`config.mk`:
```
export PLATFORM = sky130hd
export DESIGN_NAME = ctrg_seq_flat
export DESIGN_NICKNAME = d
export VERILOG_FILES = /design/src/rtl/ctrg_pkg.sv /design/src/rtl/ctrg_seq_if.sv /design/src/rtl/ctrg_edg.sv /design/src/rtl/ctrg_seq.sv /design/src/flat_wrapper.sv
export SDC_FILE = /design/constraint.sdc
export NUM_CORES = 1
export LEC_CHECK = 0
export BUFFER_PORTS_ARGS = -buffer_cell sky130_fd_sc_hd__buf_2
export CORE_UTILIZATION = 60
export DETAILED_ROUTE_END_ITERATION = 10
export PLACE_DENSITY = 0.81
export SYNTH_ARGS = -nofsm -noshare
export SYNTH_HDL_FRONTEND = slang
export SYNTH_HIERARCHICAL = 1
export SYNTH_SLANG_ARGS = --single-unit
```
`constraint.sdc`:
```
create_clock -name clk -period 4.5 [get_ports clk]
set_clock_uncertainty 0.2 [all_clocks]
set_input_delay 0.675 -clock clk [delete_from_list [all_inputs] [get_ports clk]]
set_output_delay 0.675 -clock clk [all_outputs]
set_load 0.01 [all_outputs]
```
`src/rtl/ctrg_pkg.sv`:
```
// Purpose: shared types and register map for the counting trigger sequencer.
// Latency: n/a (types and constants only).
// Backpressure: n/a.
package ctrg_pkg;

    // Event bundle exchanged with the event crossbar. The bit order places
    // swt at bit 1, so a software write of 0x2 to the control register
    // emits a swt pulse.
    typedef struct packed {
        logic rst;  // bit 3
        logic stp;  // bit 2
        logic swt;  // bit 1
        logic str;  // bit 0
    } evn_t;

    typedef enum logic [1:0] {
        IDLE  = 2'd0,
        PRE   = 2'd1,
        ARMED = 2'd2,
        POST  = 2'd3
    } ctrg_sts_t;

    // Register offsets, decoded on addr[5:0].
    localparam logic [5:0] REG_CTL  = 6'h00;
    localparam logic [5:0] REG_EVN  = 6'h04;
    localparam logic [5:0] REG_MSK  = 6'h08;
    localparam logic [5:0] REG_POL  = 6'h0C;
    localparam logic [5:0] REG_MOD  = 6'h10;
    localparam logic [5:0] REG_PRE  = 6'h14;
    localparam logic [5:0] REG_PST  = 6'h18;
    localparam logic [5:0] REG_CNT  = 6'h1C;
    localparam logic [5:0] REG_SPRE = 6'h20;
    localparam logic [5:0] REG_SPST = 6'h24;

    // cfg_mod bit positions.
    localparam int MOD_AND = 0;
    localparam int MOD_ARM = 1;

    // Status events derived from the sequencer state.
    function automatic evn_t status_evs(input ctrg_sts_t s);
        evn_t e;
        e     = '0;
        e.str = (s != IDLE);
        e.stp = (s == IDLE);
        return e;
    endfunction

endpackage

```
`src/rtl/ctrg_seq_if.sv`:
```
// Purpose: simple register bus (clock, reset, write/read strobes, registered ack).
// Latency: slave answers with ack and rdata one cycle after wen or ren.
// Backpressure: none; every access is accepted and acknowledged.
// Ports: clk, rstn (interface ports); addr, wdata, wen, ren from master;
//        rdata, ack, err from slave.
interface sys_bus_if (
    input logic clk,
    input logic rstn
);
    logic [31:0] addr;
    logic [31:0] wdata;
    logic        wen;
    logic        ren;
    logic [31:0] rdata;
    logic        ack;
    logic        err;

    modport m (
        input  clk, rstn, rdata, ack, err,
        output addr, wdata, wen, ren
    );

    modport s (
        input  clk, rstn, addr, wdata, wen, ren,
        output rdata, ack, err
    );
endinterface

```
`src/rtl/ctrg_edg.sv`:
```
// Purpose: per-channel polarity and edge detection, OR/AND combine into one hit.
// Latency: hit is combinational from trg (one flop of history per channel).
// Backpressure: none.
// Ports: clk, rst_n; trg, msk, pol (TN wide); and_mode; hit output.
module ctrg_edg #(
    parameter int TN = 4
) (
    input  logic          clk,
    input  logic          rst_n,
    input  logic [TN-1:0] trg,
    input  logic [TN-1:0] msk,
    input  logic [TN-1:0] pol,
    input  logic          and_mode,
    output logic          hit
);

    logic [TN-1:0] trg_d;
    logic [TN-1:0] lvl;
    logic [TN-1:0] edg;
    logic          cnd;
    logic          cnd_d;

    always_ff @(posedge clk or negedge rst_n) begin
        if (!rst_n) begin
            trg_d <= '0;
            cnd_d <= 1'b0;
        end else begin
            trg_d <= trg;
            cnd_d <= cnd;
        end
    end

    // Polarity is applied to both the current and the delayed sample, so an
    // active edge is "now active, previously inactive" for either polarity.
    assign lvl = trg ^ pol;
    assign edg = lvl & ~(trg_d ^ pol);

    // AND condition: every enabled channel active; an empty mask never fires.
    assign cnd = (&(lvl | ~msk)) & (|msk);

    assign hit = and_mode ? (cnd & ~cnd_d) : (|(edg & msk));

endmodule

```
`src/rtl/ctrg_seq.sv`:
```
// Purpose: event-started trigger sequencer with pre-arm delay, post countdown, re-arm.
// Latency: trg edge at cycle n gives tro/evo.swt at n+1; event select adds one cycle.
// Backpressure: none; bus accesses always acknowledged one cycle later.
// Ports: evi (EN events in), evo (events out), trg (TN triggers), tro (trigger
//        pulse), bus (sys_bus_if slave, carries clk and rstn).
module ctrg_seq
    import ctrg_pkg::*;
#(
    parameter int CW = 32,
    parameter int ER = 0,
    parameter int EN = 1,
    parameter int EL = (EN > 1) ? $clog2(EN) : 1,
    parameter int TN = 4
) (
    input  evn_t          evi [EN],
    output evn_t          evo,
    input  logic [TN-1:0] trg,
    output logic          tro,
    sys_bus_if.s          bus
);

    logic       clk;
    logic       rst_n;
    logic [5:0] reg_addr;
    logic       unused_addr;

    assign clk         = bus.clk;
    assign rst_n       = bus.rstn;
    assign reg_addr    = bus.addr[5:0];
    assign unused_addr = &{1'b0, bus.addr[31:6]};

    // Configuration
    logic [EL-1:0] cfg_evn;
    logic [TN-1:0] cfg_msk;
    logic [TN-1:0] cfg_pol;
    logic [1:0]    cfg_mod;
    logic [CW-1:0] cfg_pre;
    logic [CW-1:0] cfg_pst;

    // Sequencer state and status counters
    ctrg_sts_t     state, state_nxt;
    logic [CW-1:0] sts_cnt, cnt_nxt;
    logic [CW-1:0] sts_pre, pre_nxt;
    logic [CW-1:0] sts_pst, pst_nxt;

    evn_t        evn_sel, evn, evs, sw_evn, int_evn;
    logic        hit, hit_t;
    logic        trig_pulse, stop_pulse;
    logic [31:0] rd_mux;

    // Event select; an out-of-range selection yields no events.
    always_comb begin
        evn_sel = '0;
        for (int i = 0; i < EN; i++) begin
            if (cfg_evn == EL'(i)) evn_sel = evi[i];
        end
    end

    ctrg_edg #(.TN(TN)) u_edg (
        .clk      (clk),
        .rst_n    (rst_n),
        .trg      (trg),
        .msk      (cfg_msk),
        .pol      (cfg_pol),
        .and_mode (cfg_mod[MOD_AND]),
        .hit      (hit)
    );

    // A swt event on the selected input acts as a forced hit.
    assign hit_t = hit | evn.swt;

    always_ff @(posedge clk or negedge rst_n) begin
        if (!rst_n) begin
            state   <= IDLE;
            sts_cnt <= '0;
            sts_pre <= '0;
            sts_pst <= '0;
            evn     <= '0;
            tro     <= 1'b0;
            evo     <= '0;
        end else begin
            state   <= state_nxt;
            sts_cnt <= cnt_nxt;
            sts_pre <= pre_nxt;
            sts_pst <= pst_nxt;
            evn     <= evn_sel;
            tro     <= trig_pulse;
            evo     <= sw_evn | int_evn;
        end
    end

    // Next state. Incoming rst beats stp beats str beats a hit; the PRE and
    // POST counters hold their terminal value once they match.
    always_comb begin
        state_nxt  = state;
        cnt_nxt    = sts_cnt;
        pre_nxt    = sts_pre;
        pst_nxt    = sts_pst;
        trig_pulse = 1'b0;
        stop_pulse = 1'b0;
        if (evn.rst) begin
            state_nxt = IDLE;
            cnt_nxt   = '0;
            pre_nxt   = '0;
            pst_nxt   = '0;
        end else if (evn.stp) begin
            state_nxt = IDLE;
        end else begin
            unique case (state)
                IDLE: begin
                    if (evn.str) begin
                        state_nxt = PRE;
                        pre_nxt   = '0;
                    end
                end
                PRE: begin
                    if (sts_pre == cfg_pre) state_nxt = ARMED;
                    else                    pre_nxt   = sts_pre + CW'(1);
                end
                ARMED: begin
                    if (hit_t) begin
                        state_nxt  = POST;
                        pst_nxt    = '0;
                        cnt_nxt    = sts_cnt + CW'(1);
                        trig_pulse = 1'b1;
                    end
                end
                POST: begin
                    if (sts_pst == cfg_pst) begin
                        if (cfg_mod[MOD_ARM]) begin
                            state_nxt = PRE;
                            pre_nxt   = '0;
                        end else begin
                            state_nxt  = IDLE;
                            stop_pulse = 1'b1;
                        end
                    end else begin
                        pst_nxt = sts_pst + CW'(1);
                    end
                end
                default: state_nxt = IDLE;
            endcase
        end
    end

    always_comb begin
        int_evn     = '0;
        int_evn.swt = trig_pulse;
        int_evn.stp = stop_pulse;
        sw_evn      = (bus.wen && reg_addr == REG_CTL) ? evn_t'(bus.wdata[3:0]) : '0;
        evs         = status_evs(state);
    end

    // Configuration writes
    always_ff @(posedge clk or negedge rst_n) begin
        if (!rst_n) begin
            cfg_evn <= EL'(ER);
            cfg_msk <= '0;
            cfg_pol <= '0;
            cfg_mod <= '0;
            cfg_pre <= '0;
            cfg_pst <= '0;
        end else if (bus.wen) begin
            case (reg_addr)
                REG_EVN: cfg_evn <= bus.wdata[EL-1:0];
                REG_MSK: cfg_msk <= bus.wdata[TN-1:0];
                REG_POL: cfg_pol <= bus.wdata[TN-1:0];
                REG_MOD: cfg_mod <= bus.wdata[1:0];
                REG_PRE: cfg_pre <= bus.wdata[CW-1:0];
                REG_PST: cfg_pst <= bus.wdata[CW-1:0];
                default: ;
            endcase
        end
    end

    always_comb begin
        rd_mux = '0;
        case (reg_addr)
            REG_CTL:  rd_mux = {26'd0, state, evs};
            REG_EVN:  rd_mux = 32'(cfg_evn);
            REG_MSK:  rd_mux = 32'(cfg_msk);
            REG_POL:  rd_mux = 32'(cfg_pol);
            REG_MOD:  rd_mux = 32'(cfg_mod);
            REG_PRE:  rd_mux = 32'(cfg_pre);
            REG_PST:  rd_mux = 32'(cfg_pst);
            REG_CNT:  rd_mux = 32'(sts_cnt);
            REG_SPRE: rd_mux = 32'(sts_pre);
            REG_SPST: rd_mux = 32'(sts_pst);
            default:  rd_mux = '0;
        endcase
    end

    always_ff @(posedge clk or negedge rst_n) begin
        if (!rst_n) begin
            bus.ack   <= 1'b0;
            bus.rdata <= '0;
        end else begin
            bus.ack <= bus.wen | bus.ren;
            if (bus.ren) bus.rdata <= rd_mux;
        end
    end

    assign bus.err = 1'b0;

endmodule

```
`src/flat_wrapper.sv`:
```
// flat-port wrapper written by rule: the top's interface ports become plain ports
module ctrg_seq_flat import ctrg_pkg::*;
#(
    parameter int CW = 32,
    parameter int ER = 0,
    parameter int EN = 1,
    parameter int EL = (EN > 1) ? $clog2(EN) : 1,
    parameter int TN = 4
)
  (evi, evo, trg, tro, clk, rstn, bus_addr, bus_wdata, bus_wen, bus_ren, bus_rdata, bus_ack, bus_err);
  sys_bus_if bus_i (.clk(clk), .rstn(rstn));
  input  evn_t evi[EN];
  output evn_t evo;
  input  logic [TN-1:0] trg;
  output logic tro;
  input wire logic clk;
  input wire logic rstn;
  input wire logic [$bits(bus_i.addr)-1:0] bus_addr;
  input wire logic [$bits(bus_i.wdata)-1:0] bus_wdata;
  input wire logic [$bits(bus_i.wen)-1:0] bus_wen;
  input wire logic [$bits(bus_i.ren)-1:0] bus_ren;
  output wire logic [$bits(bus_i.rdata)-1:0] bus_rdata;
  output wire logic [$bits(bus_i.ack)-1:0] bus_ack;
  output wire logic [$bits(bus_i.err)-1:0] bus_err;
  assign bus_i.addr = bus_addr;
  assign bus_i.wdata = bus_wdata;
  assign bus_i.wen = bus_wen;
  assign bus_i.ren = bus_ren;
  assign bus_rdata = bus_i.rdata;
  assign bus_ack = bus_i.ack;
  assign bus_err = bus_i.err;
  ctrg_seq #(.CW(CW), .ER(ER), .EN(EN), .EL(EL), .TN(TN)) u_core (.evi(evi), .evo(evo), .trg(trg), .tro(tro), .bus(bus_i));
endmodule
```
Word level (Yosys, flattened, before mapping)
Cells that the tools add are included.
{ "op_classes": {"addsub": 3, "n_bitwise": 13, "muxes": 37, "n_eq_ne": 25, "reduce_logical": 21} }
{ "ops": {"columns": ["operator", "n"], "rows": [
  ["two-way mux 32 bit", 14],
  ["case mux 32 bit (10 select lines)", 1],
  ["adder 32 x 1 -> 32 bit (second input constant)", 3],
  ["case mux 32 bit (3 select lines)", 1],
  ["equality test 32 bit", 2],
  ["case mux 32 bit (2 select lines)", 1],
  ["equality test 6 x 5 -> 1 bit (second input constant)", 4],
  ["!= test 4 x 1 -> 1 bit (second input constant)", 4],
  ["equality test 6 x 4 -> 1 bit (second input constant)", 2],
  ["equality test 6 bit (second input constant)", 2],
  ["two-way mux 2 bit", 6],
  ["!= test 3 x 1 -> 1 bit (second input constant)", 4],
  ["AND reduction 2 bit", 6],
  ["AND reduction 4 bit", 3],
  ["two-way mux 1 bit", 11],
  ["AND 4 bit", 2],
  ["two-way mux 4 bit", 2],
  ["NOT 4 bit", 2],
  ["case mux 2 bit (4 select lines)", 1],
  ["OR reduction 4 bit", 2],
  ["XOR 4 bit", 2],
  ["equality test 6 x 3 -> 1 bit (second input constant)", 1],
  ["zero test 6 bit", 1],
  ["!= test 3 x 2 -> 1 bit (second input constant)", 2],
  ["other kinds (15)", 20]
]} }
{ "word_totals": {"output_inout_bits": 39, "register_bits": 220, "in_bits": 76, "word_cells": 122} }

Depth between registers and ports, before layout
{ "depth": {"word_depth": 12, "depth_mapped": 12, "mapped_depth_nobuf": 11} }

Cells and area by module
The synthesis kept the hierarchy.
{ "modules_own_cells": {"columns": ["module", "cells_per_inst", "seq_area_each_um2", "n_inst", "area_per_inst_um2"], "rows": [
  ["ctrg_seq", 1173, 5380.2, 1, 11481.0],
  ["ctrg_edg", 28, 125.1, 1, 296.5]
]} }

Worst setup path after synthesis
No wires, ideal clock.
{ "synth_timing": {"path_type": "input -> register", "from": "in trg[2]", "to": "reg u_core.sts_cnt[30]", "cell_stages": 11, "t_required_ps": 4168, "n_path_buf": 0, "arrival_ps": 3084, "path_slack_ps": 1084, "setup_ps": 132, "path_cell_list": "xnor2_1 -> a222oi_1 -> and2_2 -> a31o_1 -> nor2_1 -> nor3b_2 -> o2111ai_1 -> nor4_1 -> nand3_1 -> xor2_1 -> nor2_1"} }
{ "synth_between": {"elab_chain_cells": 9, "elab_cells_between_ends": 12, "cone_classes": "1 x mux; 7 x bitwise; 4 x reduce/logical"} }
{ "synth_lines": {"columns": ["item", "line_no", "source"], "rows": [
  ["start: declaration", "flat_wrapper.sv:14", "input logic [TN-1:0] trg;"],
  ["XOR 4 bit", "ctrg_edg.sv:35", "assign lvl = trg ^ pol;"],
  ["bitwise OR 4 bit", "ctrg_edg.sv:39", "assign cnd = (&(lvl | ~msk)) & (|msk);"],
  ["AND reduction 4 bit", "ctrg_edg.sv:39", null],
  ["AND 1 bit", "ctrg_edg.sv:39", null],
  ["named net u_core.u_edg.cnd", "ctrg_edg.sv:20", "logic cnd;"],
  ["AND 1 bit", "ctrg_edg.sv:41", "assign hit = and_mode ? (cnd & ~cnd_d) : (|(edg & msk));"],
  ["two-way mux 1 bit", "ctrg_edg.sv:41", null],
  ["named net u_core.hit", "ctrg_seq.sv:47", "logic hit, hit_t;"],
  ["bitwise OR 1 bit", "ctrg_seq.sv:70", "assign hit_t = hit | evn.swt;"],
  ["nonzero test 2 bit (no line)", null, null],
  ["AND reduction 3 bit (no line)", null, null],
  ["end signal: assignment", "ctrg_seq.sv:83", "sts_cnt <= cnt_nxt;"],
  ["end: declaration", "ctrg_seq.sv:42", "logic [CW-1:0] sts_cnt, cnt_nxt;"]
]} }
The timed path passes the listed nets, and every way through them passes these cells.
A chain may end at the register's enable or synchronous reset.

Final worst setup path
{ "layout_timing": {"from": "reg u_core.cfg_pol[2]", "to": "reg u_core.sts_pst[27]"} }
{ "layout_between": {"elab_chain_cells": 9, "elab_cells_between_ends": 14, "cone_classes": "1 x eq/ne; 1 x mux; 9 x bitwise; 3 x reduce/logical"} }
{ "layout_lines": {"columns": ["item", "line_no", "source"], "rows": [
  ["start: declaration", "ctrg_seq.sv:35", "logic [TN-1:0] cfg_pol;"],
  ["start signal: assignment", "ctrg_seq.sv:167", "REG_POL: cfg_pol <= bus.wdata[TN-1:0];"],
  ["XOR 4 bit", "ctrg_edg.sv:35", null],
  ["bitwise OR 4 bit", "ctrg_edg.sv:39", null],
  ["AND reduction 4 bit", "ctrg_edg.sv:39", null],
  ["AND 1 bit", "ctrg_edg.sv:39", null],
  ["named net u_core.u_edg.cnd", "ctrg_edg.sv:20", null],
  ["AND 1 bit", "ctrg_edg.sv:41", null],
  ["two-way mux 1 bit", "ctrg_edg.sv:41", null],
  ["named net u_core.hit", "ctrg_seq.sv:47", null],
  ["bitwise OR 1 bit", "ctrg_seq.sv:70", null],
  ["!= test 3 x 1 -> 1 bit (no line)", null, null],
  ["AND reduction 4 bit (no line)", null, null],
  ["end signal: assignment", "ctrg_seq.sv:85", "sts_pst <= pst_nxt;"],
  ["end: declaration", "ctrg_seq.sv:44", "logic [CW-1:0] sts_pst, pst_nxt;"]
]} }
The timed path passes the listed nets, and every way through them passes these cells.

==> impl_metrics.toml <==
[global_route]
grt_start_max_net_pins = 111
antenna_found_initial = 0
grt_pass1_wl_um = 51000
grt-ovfl-total = 0
grt_pass1_vias = 9300
grtUsageTotal_pct = 32.8

[drt]
postRouteAntennaNets = 0
viasPerCell = 6.47
drc = 0
drtPass1Iterations = 6
wl_um = 32300
wl_per_cell_um = 20.9
drtIter0Drc = 1179
num_vias = 9989

[timing]
hold_viol = 0
final.min_clock_period_ps = 3500
tns_ps = 0
period_share_pct = 77.7
max_freq_ghz = 0.286
rsz0062_at_grt = "false"
tightest_slew_ps = 1050
finalSetupViolCount = 0
maxSlewViolCount = 0
slew_headroom_pct = 30.0

[synthesis]
ys_warn_count = 6
synth_area_um2 = 11800
synthArstFlopShare_pct = 100
synth.distinct_cells = 80
synth-seq-cells = 220
synth_flop_cell = "dfrtp_1"
synth_seq_area_share_pct = 46.7
syn_inst = 1201
synth_area_leader_cell = "dfrtp_1"
synth.avg_cell_area_um2 = 9.81
synth_nets = 1285
synth_area_leaders = "dfrtp_1 (47%), mux2_2 (7.6%), xnor2_1 (4.4%)"
netlist.area_leader.share_pct = 46.7
synth_edf_count = 0

[clock_network]
cts_resized = 0
clkTransAtPathRegs_ps = 60
htree_levels = 1
cts_buffers = 23
cts_tree = "done"
post-cts-setup-buffers = 0
root_buffer = "clkbuf_16"
clk_latency_ps = 530
cts_sinks = 220
cts_hold_buffers = 0
ctsLongestPathBuffers = 3

[floorplanning]
initial_core_util_pct = 62.1
die_h_um = 142
io_pins = 115
chipWidth_um = 142
rows = 50
core_area_um2 = 19000
design.die.area_um2 = 20200

[setup_path]
end_kind = "register"
r2r_slack_ps = 1000
arrival_ps = 3740
reg2reg_to = "u_core/sts_pst[27]$_DFFE_PN0P_"
crit_type = "reg2reg"
crit_required_ps = 4750
critPathLaunchType = "register"
r2r_cells = 10
rr_startpoint = "u_core/cfg_pol[2]$_DFFE_PN0P_"
critPathMaxFanout = 12

[cells_and_area]
num-fill-cells = 1430
post-route-util_pct = 69.7
mostFrequentLayoutCells = "dfrtp_1 (220), nand2_1 (114), buf_2 (86), nor2_1 (81), mux2_2 (79)"
regArea_um2 = 5510
drive_above_1_share_pct = 19.6
fin_nets = 1352
area_growth_pct = 12.2
diodes = 0
multi_input_area_um2 = 5820
layout_commonest_cell = "dfrtp_1"

[pwr]
power_density_nw_per_um2 = 373
ir_drop_mv = 0.297
power_frac_seq_pct = 45.6
p_clk_share_pct = 40.8
swShare_pct = 27.5
combPwrFrac_pct = 13.6
p_int_w = 0.00357
p_leak_nw = 5.98
switching_power_w = 0.00136

[placement]
place.gp.congestion = 0.912
dp_hpwl_um = 23000
port_buffers = 87

[run_status]
outcome = "complete, no violations"

[run]
max-cap-violations = 0

[worst_hold_path]
hold_path_class = "in2async"
==> stage by stage <==
stage	area (um^2)	setup slack [ps]	hold slack (ps)	instances	power, W
after floorplan	11800	1080	179	1201	0.00268
after global placement	12400	742	312	1503	0.00291
after detailed placement	12400	748	316	1503	0.00293
after CTS	13200	1090	57.5	1545	0.00494
after global routing	13200	834	100	1545	0.00510
final	13200	1000	20.4	1545	0.00493
==> layout make-up <==
cell class | instances | area share, %
Multi-Input combinational cell | 868 | 44.0
Inverter | 50 | 1.42
Tap cell | 260 | 2.46
Sequential cell | 220 | 41.6
Timing Repair Buffer | 105 | 4.39
Clock buffer | 29 | 4.75
Clock inverter | 13 | 1.30
==> how the worst max path moves through the flow <==
stage                                             start                        endpoint
after floorplan                                  trg[2]  u_core/sts_cnt[30]$_DFFE_PN0P_
after global placement                           trg[2]  u_core/sts_pst[27]$_DFFE_PN0P_
after detailed placement                         trg[2]  u_core/sts_pst[31]$_DFFE_PN0P_
after CTS                 u_core/cfg_pol[2]$_DFFE_PN0P_  u_core/sts_pst[31]$_DFFE_PN0P_
after global routing      u_core/cfg_pol[2]$_DFFE_PN0P_  u_core/sts_pst[27]$_DFFE_PN0P_
final                     u_core/cfg_pol[2]$_DFFE_PN0P_  u_core/sts_pst[27]$_DFFE_PN0P_
==> routing by layer <==
layer	vias to the layer above	share of wire, %	GRT usage (%)
met5	-	0	0
met4	0	2.5	9.00
met3	65	10	4.98
met2	576	45	50.9
met1	4909	42	47.9
li1	4439	-	-
==> sequential cells by signal, indices dropped and copies added (netlist names) <==
register,count
u_core/state,2
u_core/cfg_mod,2
u_core/cfg_evn,1
u_core/u_edg/cnd_d,1
u_core/cfg_pst,32
u_core/cfg_pol,4
u_core/evo,4
u_core/u_edg/trg_d,4
u_core/sts_pst,32
u_core/evn,4
u_core/sts_pre,32
u_core/sts_cnt,32
u_core/bus.ack,1
u_core/cfg_pre,32
u_core/tro,1
u_core/cfg_msk,4
u_core/bus.rdata,32
==> cell families (layout without fill, tap and decap cells) <==
kind of cell | Yosys count | after routing | synth area share [%]
muxes | 86 | 86 | 8.25
xor gates and xnor gates | 112 | 112 | 8.33
other | 1 | 1 | 0.0318
adders and majority gates | 8 | 8 | 0.850
DFF | 220 | 220 | 46.7
AOI/OAI and AO/OA | 273 | 273 | 15.1
buffers and inverters | 113 | 197 | 3.86
and+or+nand+nor | 388 | 388 | 16.8
==> power by group through the flow <==
stage                     clock network (W)  registers, W  logic, W
after floorplan                           0       0.00222  0.000461
final                               0.00201       0.00225  0.000670
after detailed placement                  0       0.00227  0.000658
after global placement                    0       0.00227  0.000643
after CTS                           0.00203       0.00224  0.000662
after global routing                0.00211       0.00226  0.000729
==> worst max-delay path: stages (launching register included) <==
cell       delay (ps)
dfrtp_1           430
xnor2_1           150
a222oi_1          320
and2_2            200
a31o_1            210
nor2_1             90
a211oi_1          400
o22ai_2           310
a2111oi_1         770
nand3_1           150
a21oi_1           180
==> synthesized netlist by cell type (6+ instances only) <==
| master | number |
|---|---|
| a21oi_1 | 75 |
| a22o_1 | 20 |
| a22oi_1 | 28 |
| and2_1 | 6 |
| and3_1 | 28 |
| buf_1 | 9 |
| buf_2 | 9 |
| clkbuf_1 | 42 |
| dfrtp_1 | 220 |
| ha_1 | 8 |
| inv_1 | 50 |
| mux2_2 | 79 |
| mux2i_1 | 6 |
| nand2_1 | 114 |
| nand2b_1 | 7 |
| nand3_1 | 36 |
| nand4_1 | 26 |
| nor2_1 | 82 |
| nor2b_1 | 8 |
| nor3_1 | 9 |
| nor4_1 | 14 |
| o21ai_0 | 55 |
| o22ai_1 | 33 |
| or3_1 | 23 |
| or4_1 | 6 |
| xnor2_1 | 59 |
| xor2_1 | 53 |
Note: power is estimated with default switching activity, not from simulation.
